### src/rtl/normalizer.sv
// Multi-cycle left-normalizer: shifts the operand left one bit per clock until it
// is normalized (unsigned or signed) and reports the shift amount behind start/done.
module normalizer (
  input  logic        clk,
  input  logic        rst_n,
  input  logic        start,
  input  logic [15:0] in,
  input  logic        mode,
  output logic        busy,
  output logic        done,
  output logic [15:0] out,
  output logic [3:0]  shamt,
  output logic        zero
);

  typedef enum logic [1:0] {IDLE, SHIFT, DONE} state_t;

  state_t      state;
  state_t      state_nxt;
  logic [15:0] wreg;
  logic [3:0]  cnt;
  logic        mode_q;
  logic        zcls;
  logic        normed;
  logic        finish;
  logic        in_zcls;
  logic        accept;

  assign normed  = mode_q ? (wreg[15] ^ wreg[14]) : wreg[15];
  assign finish  = zcls | normed | (cnt == 4'd15);
  assign in_zcls = (in == 16'h0000) | (mode & (in == 16'hFFFF));
  assign accept  = start & (state != SHIFT);

  always_ff @(posedge clk or negedge rst_n) begin
    if (!rst_n) state <= IDLE;
    else        state <= state_nxt;
  end

  always_comb begin
    state_nxt = state;
    case (state)
      IDLE:    if (start) state_nxt = SHIFT;
      SHIFT:   if (finish) state_nxt = DONE;
      DONE:    state_nxt = start ? SHIFT : IDLE;
      default: state_nxt = IDLE;
    endcase
  end

  always_comb begin
    busy = (state == SHIFT);
    done = (state == DONE);
  end

  // Results only update on the SHIFT->DONE transition, so they hold through the next operation.
  always_ff @(posedge clk or negedge rst_n) begin
    if (!rst_n) begin
      wreg   <= 16'h0000;
      cnt    <= 4'd0;
      mode_q <= 1'b0;
      zcls   <= 1'b0;
      out    <= 16'h0000;
      shamt  <= 4'd0;
      zero   <= 1'b0;
    end else if (accept) begin
      wreg   <= in;
      cnt    <= 4'd0;
      mode_q <= mode;
      zcls   <= in_zcls;
    end else if (state == SHIFT) begin
      if (finish) begin
        out   <= wreg;
        shamt <= cnt;
        zero  <= zcls;
      end else begin
        wreg <= {wreg[14:0], 1'b0};
        cnt  <= cnt + 4'd1;
      end
    end
  end

endmodule

### config.mk
export PLATFORM = sky130hd
export DESIGN_NAME = normalizer
export DESIGN_NICKNAME = d
export VERILOG_FILES = /design/src/rtl/normalizer.sv
export SDC_FILE = /design/constraint.sdc
export NUM_CORES = 1
export LEC_CHECK = 0
export ABC_CLOCK_PERIOD_IN_PS = 1800
export CELL_PAD_IN_SITES_DETAIL_PLACEMENT = 1
export CELL_PAD_IN_SITES_GLOBAL_PLACEMENT = 1
export CORE_ASPECT_RATIO = 1.1
export CORE_MARGIN = 4
export CORE_UTILIZATION = 36
export DETAILED_ROUTE_END_ITERATION = 7
export GPL_TIMING_DRIVEN = 0
export PLACE_DENSITY = 0.78
export SLEW_MARGIN = 10
export SYNTH_ARGS = -nofsm -noshare
export SYNTH_HDL_FRONTEND = slang
export SYNTH_SLANG_ARGS = --single-unit
### constraint.sdc
create_clock -name clk -period 1.8 [get_ports clk]
set_clock_uncertainty 0.1 [all_clocks]
set_input_delay 0.18 -clock clk [delete_from_list [all_inputs] [get_ports clk]]
set_output_delay 0.18 -clock clk [all_outputs]
set_load 0.02 [all_outputs]
==> results of run 1 <==
## final timing paths
path / startpoint / to / depth (start not counted) / slack (ns)
worst max register to register: cnt[1]$_DFFE_PN0P_ / out[4]$_DFFE_PN0P_ / 7 / -0.04
min in group clk: mode / mode_q$_DFFE_PN0P_ / 3 / 0.38
worst min-delay path: rst_n / cnt[3]$_DFFE_PN0P_ / 2 / 0.31
worst min register to register: out[15]$_DFFE_PN0P_ / out[15]$_DFFE_PN0P_ / 1 / 0.41
max in group asynchronous: rst_n / out[10]$_DFFE_PN0P_ / 3 / 0.76
worst max-delay path: cnt[1]$_DFFE_PN0P_ / out[4]$_DFFE_PN0P_ / 7 / -0.04
## area by class of cell
cell class              instances  area [µm²]  share of cell area
inverters                       3        23.8             0.00790
repair buffers                 66         689               0.229
well taps                      75        93.8              0.0312
multi-input cells              95         921               0.306
plain buffers                   5        67.6              0.0225
clock buffers                   7        86.3              0.0287
flip-flops and latches         45        1130               0.374
## flip-flops by register name, summed over array words and instances (netlist names)
| name | count |
|---|---|
| cnt | 4 |
| mode_q | 1 |
| out | 16 |
| shamt | 4 |
| state | 2 |
| wreg | 16 |
| zcls | 1 |
| zero | 1 |
## repair_timing
| item | 4_1_cts | 5_1_grt |
|---|---|---|
| hold buffers | 1 | 0 |
| hold endpoints to repair | 22 | 0 |
| setup buffers | 13 | 7 |
| endpoints found under the setup margin | 36 | 26 |
| resized for setup | 9 | 10 |
| pin swaps | 4 | 4 |
| cloned | 0 | 2 |
## power by group through the flow
stage	Combinational, mW	Sequential (mW)	Clock (mW)
floorplan	1.42	2.00	0
global placement	2.40	1.79	0
detailed placement	2.50	1.84	0
CTS	2.84	1.81	0.642
global route	3.51	1.90	0.698
finish	3.31	1.84	0.634
## through the flow
step,util,setup TNS [ns],hold slack [ns],instances
2_1_floorplan,-,-0.145,-0.216,148
3_3_place_gp,0.473,-32.73,0.381,265
3_5_place_dp,0.477,-4.07,0.108,266
4_1_cts,0.522,-0.00647,0.325,287
5_1_grt,0.550,-2.26,0.378,296
6_report,0.550,-0.649,0.314,296
## placed cells by master, fill, tap and decap left out, drive strengths merged
cell           count
a211oi             1
a21bo              1
a31oi              3
a32oi              1
and3               1
buf               27
clkbuf             9
clkdlybuf4s15      1
clkdlybuf4s50     40
clkinv             1
dfrtp             45
dlygate4sd3        1
ha                 1
inv                2
mux2              47
mux2i              2
nand2             11
nand2b             1
nand3              3
nand3b             1
nand4              5
nor2               4
nor2b              1
nor4               5
o21ai              4
o2bb2ai            1
o311ai             1
o41ai              1
## metal layers
metal	share of wire	GRT usage	routed length (µm)	vias up
met2	0.55	0.315	3350	35
met5	0	0	0	-
met3	0.033	0.0424	205	5
li1	-	-	-	688
met1	0.41	0.190	2540	784
met4	0.0068	0.0507	42	0
## cells by family after synthesis
| group | Yosys count | share of synthesized area |
|---|---|---|
| multiplexers | 49 | 0.276 |
| flip-flops | 45 | 0.544 |
| AND/OR/NAND/NOR | 32 | 0.0889 |
| AO/OA/AOI/OAI | 13 | 0.0496 |
| buffers and inverters | 8 | 0.0351 |
| adder cells (fa/ha/maj) | 1 | 0.00604 |
==> flow_results.xml, run 1 <==
<?xml version="1.0" encoding="UTF-8"?>
<metrics>
  <group name="critical_path">
    <metric name="cp_data_required_time" unit="ns">1.88</metric>
    <metric name="crit_path_cell_trace" unit="">ha_4 &gt; a31oi_4 &gt; and3_4 &gt; nor2_4 &gt; buf_12 &gt; buf_8 &gt; mux2_4</metric>
    <metric name="arrival" unit="ns">1.92</metric>
    <metric name="path_delay_family" unit="">flip-flops</metric>
    <metric name="worst_path_largest_cell_delay" unit="ns">0.42</metric>
    <metric name="timing.setup.critical_path_class" unit="">reg -&gt; reg</metric>
    <metric name="worst_setup_path_end_kind" unit="">flip-flop</metric>
    <metric name="cpMaxStageDelayCell" unit="">dfrtp_1</metric>
    <metric name="critical_path.n_buffers_inverters" unit="">2</metric>
    <metric name="critical_path.startpoint_type" unit="">flip-flop</metric>
    <metric name="worst-path-max-fanout" unit="">5</metric>
  </group>
  <group name="final_layout">
    <metric name="drive_above_1_share" unit="">0.416</metric>
    <metric name="area_growth" unit="%">45.3</metric>
    <metric name="final_net_count" unit="">242</metric>
    <metric name="fin_area" unit="mm²">0.00301</metric>
    <metric name="diode_count" unit="">0</metric>
    <metric name="final.fill_count" unit="">560</metric>
  </group>
  <group name="power">
    <metric name="seq_pwr_share" unit="">0.319</metric>
    <metric name="power.static_leakage" unit="nW">1.29</metric>
    <metric name="netSwitchingPower" unit="mW">2.08</metric>
    <metric name="finalPower" unit="mW">5.79</metric>
    <metric name="internal-power" unit="mW">3.71</metric>
    <metric name="power.share.switching" unit="">0.359</metric>
    <metric name="peakVddDrop" unit="µV">799</metric>
    <metric name="total_power_per_unit_cell_area" unit="mW/mm²">1920</metric>
    <metric name="power.combinational.fraction" unit="">0.572</metric>
    <metric name="clock_power_share" unit="">0.109</metric>
  </group>
  <group name="global_route">
    <metric name="grt_start_max_net_pins" unit="">24</metric>
    <metric name="grt_first_pass_wirelength" unit="µm">9070</metric>
    <metric name="grt_pass1_vias" unit="">1774</metric>
    <metric name="grt-ovfl-total" unit="">0</metric>
    <metric name="grt_usage" unit="">0.169</metric>
    <metric name="antenna_found_initial" unit="">0</metric>
  </group>
  <group name="yosys">
    <metric name="syn_area_cell" unit="µm²">14.0</metric>
    <metric name="synth_enable_flop_cells" unit="">0</metric>
    <metric name="ys.flop_type" unit="">dfrtp_1</metric>
    <metric name="synth_top_area_frac" unit="">0.544</metric>
    <metric name="synthCells" unit="">148</metric>
    <metric name="synthMostInstantiatedCell" unit="">dfrtp_1</metric>
    <metric name="synth.top_cells.by_count" unit="">dfrtp_1 (45), mux2_2 (37), nand2_1 (10)</metric>
    <metric name="synth.yosys.warnings" unit="">0</metric>
    <metric name="synthesis.area" unit="mm²">0.00207</metric>
    <metric name="yosys_register_bits" unit="">45</metric>
    <metric name="post-synth-top-area-cell" unit="">dfrtp_1</metric>
    <metric name="seq_area_frac_synth" unit="">0.544</metric>
    <metric name="yosys.cell_types.count" unit="">30</metric>
    <metric name="syn-num-nets" unit="">169</metric>
    <metric name="cells_taking_the_most_area_after_synthesis" unit="">dfrtp_1 (54%), mux2_2 (20%), mux2_4 (4.4%)</metric>
    <metric name="postSynth.asyncResetShare" unit="">1.00</metric>
  </group>
  <group name="placement">
    <metric name="place_hpwl" unit="µm">3760</metric>
    <metric name="place_ws" unit="ns">-0.265</metric>
    <metric name="placed_area" unit="mm²">0.00261</metric>
    <metric name="gpl.final_weighted_congestion" unit="">0.789</metric>
    <metric name="port_buffers" unit="">42</metric>
  </group>
  <group name="timing">
    <metric name="slew_headroom" unit="">0.604</metric>
    <metric name="worstMarginPinSlew" unit="ns">0.594</metric>
    <metric name="grt_setup_unrepaired" unit="">yes</metric>
    <metric name="timing.final.crit_period" unit="ns">1.84</metric>
    <metric name="finalMaxSlewViolations" unit="">0</metric>
    <metric name="hold_viol" unit="">0</metric>
    <metric name="achievable-frequency" unit="GHz">0.542</metric>
    <metric name="setup_viol" unit="">23</metric>
    <metric name="final.setup.worst_slack" unit="ns">-0.0441</metric>
    <metric name="period_share" unit="">1.02</metric>
  </group>
  <group name="detailed_routing">
    <metric name="drt-wirelength-per-cell" unit="µm">20.7</metric>
    <metric name="wl" unit="µm">6140</metric>
    <metric name="dr_total_vias" unit="">1512</metric>
    <metric name="drt_pre_antenna_iters" unit="">4</metric>
    <metric name="drtIter0Drc" unit="">80</metric>
    <metric name="avgViaCountPerCell" unit="">5.11</metric>
    <metric name="drc" unit="">0</metric>
    <metric name="antenna_violating_nets_post_route" unit="">0</metric>
  </group>
  <group name="run">
    <metric name="drv.max_cap_violation_count" unit="">0</metric>
  </group>
  <group name="die">
    <metric name="fp.dieW" unit="µm">80.3</metric>
    <metric name="top_level_port_count" unit="">43</metric>
    <metric name="dieArea" unit="mm²">0.00703</metric>
    <metric name="core_area" unit="mm²">0.00547</metric>
    <metric name="initial_utilization" unit="">0.379</metric>
    <metric name="die_height" unit="µm">87.5</metric>
    <metric name="fp-row-count" unit="">28</metric>
  </group>
  <group name="cts">
    <metric name="cts_inserted_buffers" unit="">5</metric>
    <metric name="clock_insertion_delay_worst_skew" unit="ns">0.30</metric>
    <metric name="path_clk_slew" unit="ns">0.09</metric>
    <metric name="cts_tree" unit="">done</metric>
    <metric name="htree_levels" unit="">2</metric>
    <metric name="clock-root-buffer" unit="">clkbuf_8</metric>
    <metric name="tritoncts_num_sinks" unit="">45</metric>
    <metric name="maximum_root_to_sink_buffer_count" unit="">2</metric>
  </group>
  <group name="outcome">
    <metric name="outcome" unit="">finished with violations</metric>
    <metric name="violations" unit="">setup timing</metric>
  </group>
  <group name="worst_hold_path">
    <metric name="hp-class" unit="">in -&gt; async</metric>
  </group>
</metrics>
(Power assumes the default switching activity.)
==> run 2: changes to the inputs <==
- CORE_ASPECT_RATIO: 1.1 -> 1.25
==> run 2 against run 1 <==
  * The run still ends with setup timing left
  * Maximum frequency down 1.6%
  * Core utilization down 2.2 points
  * Final area down 3.0%
  * Worst hold slack worse by 0.022 ns
  * Critical endpoint is now wreg[12]$_DFFE_PN0P_
==> flow_results.xml, run 2 (same netlist as run 1, synthesis figures left out) <==
<?xml version="1.0" encoding="UTF-8"?>
<metrics>
  <group name="worst_hold_path">
    <metric name="hp-class" unit="">in -&gt; async</metric>
  </group>
  <group name="placement">
    <metric name="place_ws" unit="ns">-0.296</metric>
    <metric name="place.detailed.instances" unit="">255</metric>
    <metric name="port_buffers" unit="">42</metric>
    <metric name="gpl.final_weighted_congestion" unit="">0.729</metric>
    <metric name="place_hpwl" unit="µm">3380</metric>
  </group>
  <group name="detailed_routing">
    <metric name="wl" unit="µm">4970</metric>
    <metric name="antenna_violating_nets_post_route" unit="">0</metric>
    <metric name="drc" unit="">0</metric>
    <metric name="drt_pre_antenna_iters" unit="">4</metric>
    <metric name="avgViaCountPerCell" unit="">5.28</metric>
    <metric name="drtIter0Drc" unit="">47</metric>
    <metric name="drt-wirelength-per-cell" unit="µm">17.7</metric>
    <metric name="dr_total_vias" unit="">1479</metric>
  </group>
  <group name="die">
    <metric name="dieArea" unit="mm²">0.00703</metric>
    <metric name="top_level_port_count" unit="">43</metric>
    <metric name="initial_utilization" unit="">0.375</metric>
    <metric name="fp.dieW" unit="µm">75.8</metric>
    <metric name="die_height" unit="µm">92.8</metric>
    <metric name="core_area" unit="mm²">0.00552</metric>
    <metric name="fp-row-count" unit="">30</metric>
  </group>
  <group name="final_layout">
    <metric name="layout.cells.most_common" unit="">dfrtp_1</metric>
    <metric name="final_cell_mix" unit="">dfrtp_1 (45), clkdlybuf4s50_1 (39), mux2_2 (32)</metric>
    <metric name="layout.cells.non_filler" unit="">280</metric>
    <metric name="area_growth" unit="%">41.0</metric>
    <metric name="drive_above_1_share" unit="">0.403</metric>
    <metric name="layout_top_registers" unit="">out (16), wreg (16)</metric>
    <metric name="diode_count" unit="">0</metric>
    <metric name="final_net_count" unit="">237</metric>
  </group>
  <group name="cts">
    <metric name="cts_inserted_buffers" unit="">5</metric>
    <metric name="clock_insertion_delay_worst_skew" unit="ns">0.29</metric>
    <metric name="path_clk_slew" unit="ns">0.08</metric>
    <metric name="clock-root-buffer" unit="">clkbuf_8</metric>
    <metric name="tritoncts_num_sinks" unit="">45</metric>
    <metric name="maximum_root_to_sink_buffer_count" unit="">2</metric>
    <metric name="htree_levels" unit="">2</metric>
    <metric name="cts_tree" unit="">done</metric>
  </group>
  <group name="global_route">
    <metric name="grt_start_max_net_pins" unit="">27</metric>
    <metric name="grt-ovfl-total" unit="">0</metric>
    <metric name="grt_first_pass_wirelength" unit="µm">7950</metric>
    <metric name="grt_usage" unit="">0.149</metric>
    <metric name="antenna_found_initial" unit="">0</metric>
    <metric name="grt_pass1_vias" unit="">1517</metric>
  </group>
  <group name="outcome">
    <metric name="violations" unit="">setup timing</metric>
    <metric name="outcome" unit="">finished with violations</metric>
  </group>
  <group name="critical_path">
    <metric name="timing.setup.critical_path_class" unit="">reg -&gt; reg</metric>
    <metric name="critical_path.startpoint_type" unit="">flip-flop</metric>
    <metric name="worst-path-max-fanout" unit="">4</metric>
    <metric name="worst_setup_path_end_kind" unit="">flip-flop</metric>
    <metric name="arrival" unit="ns">1.95</metric>
    <metric name="cp_data_required_time" unit="ns">1.88</metric>
  </group>
  <group name="power">
    <metric name="total_power_per_unit_cell_area" unit="mW/mm²">1860</metric>
    <metric name="peakVddDrop" unit="µV">757</metric>
    <metric name="power.static_leakage" unit="nW">1.27</metric>
  </group>
  <group name="timing">
    <metric name="grt_setup_unrepaired" unit="">yes</metric>
    <metric name="slew_headroom" unit="">0.679</metric>
    <metric name="worstMarginPinSlew" unit="ns">0.482</metric>
    <metric name="holdWs" unit="ns">0.291</metric>
    <metric name="hold_viol" unit="">0</metric>
    <metric name="finalMaxSlewViolations" unit="">0</metric>
    <metric name="tns" unit="ns">-1.05</metric>
    <metric name="achievable-frequency" unit="GHz">0.534</metric>
    <metric name="final.setup.worst_slack" unit="ns">-0.0743</metric>
    <metric name="timing.final.crit_period" unit="ns">1.87</metric>
    <metric name="period_share" unit="">1.04</metric>
    <metric name="setup_viol" unit="">29</metric>
  </group>
  <group name="run">
    <metric name="drv.max_cap_violation_count" unit="">0</metric>
  </group>
</metrics>
-- run 2: repair_timing --
action                                 4_1_cts  5_1_grt
pin swaps                                    4        3
endpoints found under the hold margin       19        0
setup endpoints to repair                   36       40
hold buffers                                 1        0
resized for setup                            7       15
setup buffers                               14        2
gates cloned                                 1        0
-- run 2: final cells by class --
| class | count | area [µm²] |
|---|---|---|
| timing repair buffer | 61 | 604 |
| buffer | 5 | 67.6 |
| sequential | 45 | 1130 |
| multi-input combinational | 95 | 930 |
| tap | 64 | 80.1 |
| inverter | 3 | 23.8 |
| clock buffer | 7 | 86.3 |
| fill | 566 | 2600 |
-- run 2: path summary, 6_finish.rpt --
path | startpoint | end | slack (ns) | depth (start not counted)
setup / recovery | cnt[0]$_DFFE_PN0P_ | wreg[12]$_DFFE_PN0P_ | -0.07 | 6
setup reg to reg | cnt[0]$_DFFE_PN0P_ | wreg[12]$_DFFE_PN0P_ | -0.07 | 6
hold / removal | rst_n | shamt[0]$_DFFE_PN0P_ | 0.29 | 2
min in group clk | mode | mode_q$_DFFE_PN0P_ | 0.38 | 3
hold reg to reg | out[11]$_DFFE_PN0P_ | out[11]$_DFFE_PN0P_ | 0.41 | 1
max in group asynchronous | rst_n | wreg[4]$_DFFE_PN0P_ | 0.81 | 3
-- run 2: worst max-delay path, stage by stage (launching register included) --
cell	delay [ns]
dfrtp_1	0.39
ha_2	0.21
a31oi_4	0.18
nand3_4	0.12
o21ai_4	0.19
bufbuf_16	0.29
mux2_4	0.29
-- run 2: per-stage QoR --
step                utilization  power, mW  cell area (µm²)
floorplan                     -       3.41             2070
global placement          0.466       4.21             2570
detailed placement        0.469       4.29             2590
CTS                       0.516       5.27             2850
global route              0.529       5.79             2920
finish                    0.529       5.44             2920
-- run 2: layer usage --
metal / routed length [µm] / GRT usage / vias up
met5: 0 / 0 / -
li1: - / - / 683
met3: 203 / 0.0326 / 6
met2: 2490 / 0.234 / 42
met1: 2220 / 0.205 / 748
met4: 53 / 0.0394 / 0
-- run 2: where the power goes --
part | internal [mW] | switching, mW | total [mW] | leakage (nW)
logic | 1.78 | 1.25 | 3.03 | 0.675
registers | 1.49 | 0.299 | 1.79 | 0.552
clock network | 0.305 | 0.318 | 0.623 | 0.0443
total | 3.57 | 1.87 | 5.44 | 1.27
==> run 3: changes to the inputs <==
- CORE_MARGIN: 4 -> 2
==> run 3 against run 2 <==
  * The flow now finishes without violations
  * Flip-flop and latch count is the same
  * Final area shrank 0.39%
  * Highest routed layer unchanged
  * Power grew 1.5%
  * Worst setup slack gained 0.087 ns
  * Clock power grew 28%
  * Wire length grew 4.8%
  * Sequential share of layout area grew 0.19 points
  * Core utilization grew 0.16 points
  * Final cell count shrank 1.4%
  * Sequential power is essentially flat
  * Maximum frequency grew 4.9%
  * Largest power group unchanged
==> flow_results.xml, run 3 (same netlist as run 1, synthesis figures left out) <==
<?xml version="1.0" encoding="UTF-8"?>
<metrics>
  <group name="placement">
    <metric name="place_hpwl" unit="µm">3650</metric>
    <metric name="port_buffers" unit="">42</metric>
    <metric name="place_ws" unit="ns">-0.326</metric>
    <metric name="gpl.final_weighted_congestion" unit="">0.857</metric>
    <metric name="place.detailed.instances" unit="">255</metric>
    <metric name="placed_area" unit="mm²">0.00259</metric>
  </group>
  <group name="timing">
    <metric name="final.setup.worst_slack" unit="ns">0.0131</metric>
    <metric name="setup_viol" unit="">0</metric>
    <metric name="holdWs" unit="ns">0.251</metric>
    <metric name="finalMaxSlewViolations" unit="">0</metric>
    <metric name="achievable-frequency" unit="GHz">0.560</metric>
    <metric name="hold_viol" unit="">0</metric>
    <metric name="slew_headroom" unit="">0.687</metric>
    <metric name="timing.final.crit_period" unit="ns">1.79</metric>
    <metric name="worstMarginPinSlew" unit="ns">0.470</metric>
    <metric name="tns" unit="ns">0</metric>
    <metric name="grt_setup_unrepaired" unit="">yes</metric>
    <metric name="period_share" unit="">0.993</metric>
  </group>
  <group name="final_layout">
    <metric name="layout_top_registers" unit="">out (16), wreg (16)</metric>
    <metric name="multi_input_gate_area_in_the_final_layout" unit="µm²">936</metric>
    <metric name="fin_area" unit="mm²">0.00291</metric>
    <metric name="final_net_count" unit="">232</metric>
    <metric name="drive_above_1_share" unit="">0.387</metric>
    <metric name="final_core_utilization" unit="">0.530</metric>
    <metric name="diode_count" unit="">0</metric>
    <metric name="layout.cells.non_filler" unit="">276</metric>
    <metric name="layout.cells.most_common" unit="">dfrtp_1</metric>
    <metric name="final_cell_mix" unit="">dfrtp_1 (44), clkdlybuf4s50_1 (40), mux2_2 (31)</metric>
    <metric name="final.fill_count" unit="">548</metric>
    <metric name="layout.area.seq" unit="mm²">0.00113</metric>
    <metric name="area_growth" unit="%">40.4</metric>
  </group>
  <group name="power">
    <metric name="power.static_leakage" unit="nW">1.24</metric>
    <metric name="peakVddDrop" unit="µV">896</metric>
    <metric name="total_power_per_unit_cell_area" unit="mW/mm²">1900</metric>
    <metric name="finalPower" unit="mW">5.52</metric>
  </group>
  <group name="die">
    <metric name="fp.dieW" unit="µm">71.8</metric>
    <metric name="dieArea" unit="mm²">0.00638</metric>
    <metric name="die_height" unit="µm">88.8</metric>
    <metric name="top_level_port_count" unit="">43</metric>
    <metric name="fp-row-count" unit="">30</metric>
    <metric name="initial_utilization" unit="">0.378</metric>
    <metric name="core_area" unit="mm²">0.00548</metric>
  </group>
  <group name="global_route">
    <metric name="grt-ovfl-total" unit="">0</metric>
    <metric name="antenna_found_initial" unit="">0</metric>
    <metric name="grt_first_pass_wirelength" unit="µm">8610</metric>
    <metric name="grt_usage" unit="">0.178</metric>
    <metric name="grt_pass1_vias" unit="">1663</metric>
    <metric name="grt_start_max_net_pins" unit="">27</metric>
  </group>
  <group name="detailed_routing">
    <metric name="dr_total_vias" unit="">1472</metric>
    <metric name="drt-wirelength-per-cell" unit="µm">18.9</metric>
    <metric name="antenna_violating_nets_post_route" unit="">0</metric>
    <metric name="avgViaCountPerCell" unit="">5.33</metric>
    <metric name="wl" unit="µm">5210</metric>
    <metric name="drc" unit="">0</metric>
    <metric name="drt_pre_antenna_iters" unit="">4</metric>
    <metric name="drtIter0Drc" unit="">42</metric>
  </group>
  <group name="critical_path">
    <metric name="cp_data_required_time" unit="ns">1.89</metric>
    <metric name="worst_setup_path_end_kind" unit="">flip-flop</metric>
    <metric name="worst-path-max-fanout" unit="">7</metric>
    <metric name="arrival" unit="ns">1.88</metric>
    <metric name="timing.setup.critical_path_class" unit="">reg -&gt; reg</metric>
    <metric name="critical_path.startpoint_type" unit="">flip-flop</metric>
  </group>
  <group name="cts">
    <metric name="maximum_root_to_sink_buffer_count" unit="">2</metric>
    <metric name="tritoncts_num_sinks" unit="">45</metric>
    <metric name="clock_insertion_delay_worst_skew" unit="ns">0.30</metric>
    <metric name="path_clk_slew" unit="ns">0.08</metric>
    <metric name="clock-root-buffer" unit="">clkbuf_8</metric>
    <metric name="htree_levels" unit="">2</metric>
    <metric name="cts_inserted_buffers" unit="">5</metric>
    <metric name="cts_tree" unit="">done</metric>
  </group>
  <group name="run">
    <metric name="drv.max_cap_violation_count" unit="">0</metric>
  </group>
  <group name="worst_hold_path">
    <metric name="hp-class" unit="">in -&gt; async</metric>
  </group>
  <group name="outcome">
    <metric name="outcome" unit="">complete, no violations</metric>
  </group>
</metrics>
run 3: cell types whose count changed in the layout (fill, tap and decap cells not counted), sizes merged:
cell           previous run  this run
buf                      23        19
bufbuf                    1         0
bufinv                    0         1
clkdlybuf4s50            39        40
dlygate4sd2               1         0
run 3: power by group:
part	leakage, nW	switching, mW	total (mW)	internal (mW)
clock	0.0585	0.346	0.799	0.453
sequential	0.551	0.332	1.82	1.49
combinational	0.630	1.25	2.90	1.65
run 3: path summary, 6_finish.rpt:
kind,start,end,slack (ns),cells after the start
setup / recovery,state[0]$_DFFE_PN0P_,wreg[10]$_DFFE_PN0P_,0.01,7
hold / removal,rst_n,out[8]$_DFFE_PN0P_,0.25,2
setup reg to reg,state[0]$_DFFE_PN0P_,wreg[10]$_DFFE_PN0P_,0.01,7
hold reg to reg,state[0]$_DFFE_PN0P_,state[0]$_DFFE_PN0P_,0.39,1
max in group asynchronous,rst_n,wreg[14]$_DFFE_PN0P_,0.83,3
min in group clk,mode,mode_q$_DFFE_PN0P_,0.36,3
run 3: worst max-delay path, cell delays in order (launching register included):
cell,delay (ns)
dfrtp_1,0.40
nand2b_1,0.11
buf_6,0.14
clkinv_8,0.05
nor2_4,0.14
buf_12,0.15
mux2_4,0.30
mux2_1,0.29
run 3: metal layers:
layer	up-vias	GRT usage	wire length [µm]
met1	756	0.200	2100
li1	670	-	-
met2	39	0.338	2870
met4	0	0.0583	67
met3	7	0.0308	173
met5	-	0	0
run 3: final cells by class:
type | instances | share of cell area
Clock inverter | 1 | 0.0103
Clock buffer | 7 | 0.0297
Timing Repair Buffer | 56 | 0.190
Inverter | 3 | 0.00818
Tap cell | 64 | 0.0276
Multi-Input combinational cell | 95 | 0.322
Buffer | 5 | 0.0245
Sequential cell | 45 | 0.388
run 3: timing repair:
| item | CTS | global route |
|---|---|---|
| resized for setup | 12 | 10 |
| hold endpoints to repair | 19 | 0 |
| buffers inserted | 11 | 1 |
| hold buffers | 1 | 0 |
| pin swaps | 5 | 4 |
| endpoints found under the setup margin | 36 | 35 |
| gates cloned | 0 | 0 |
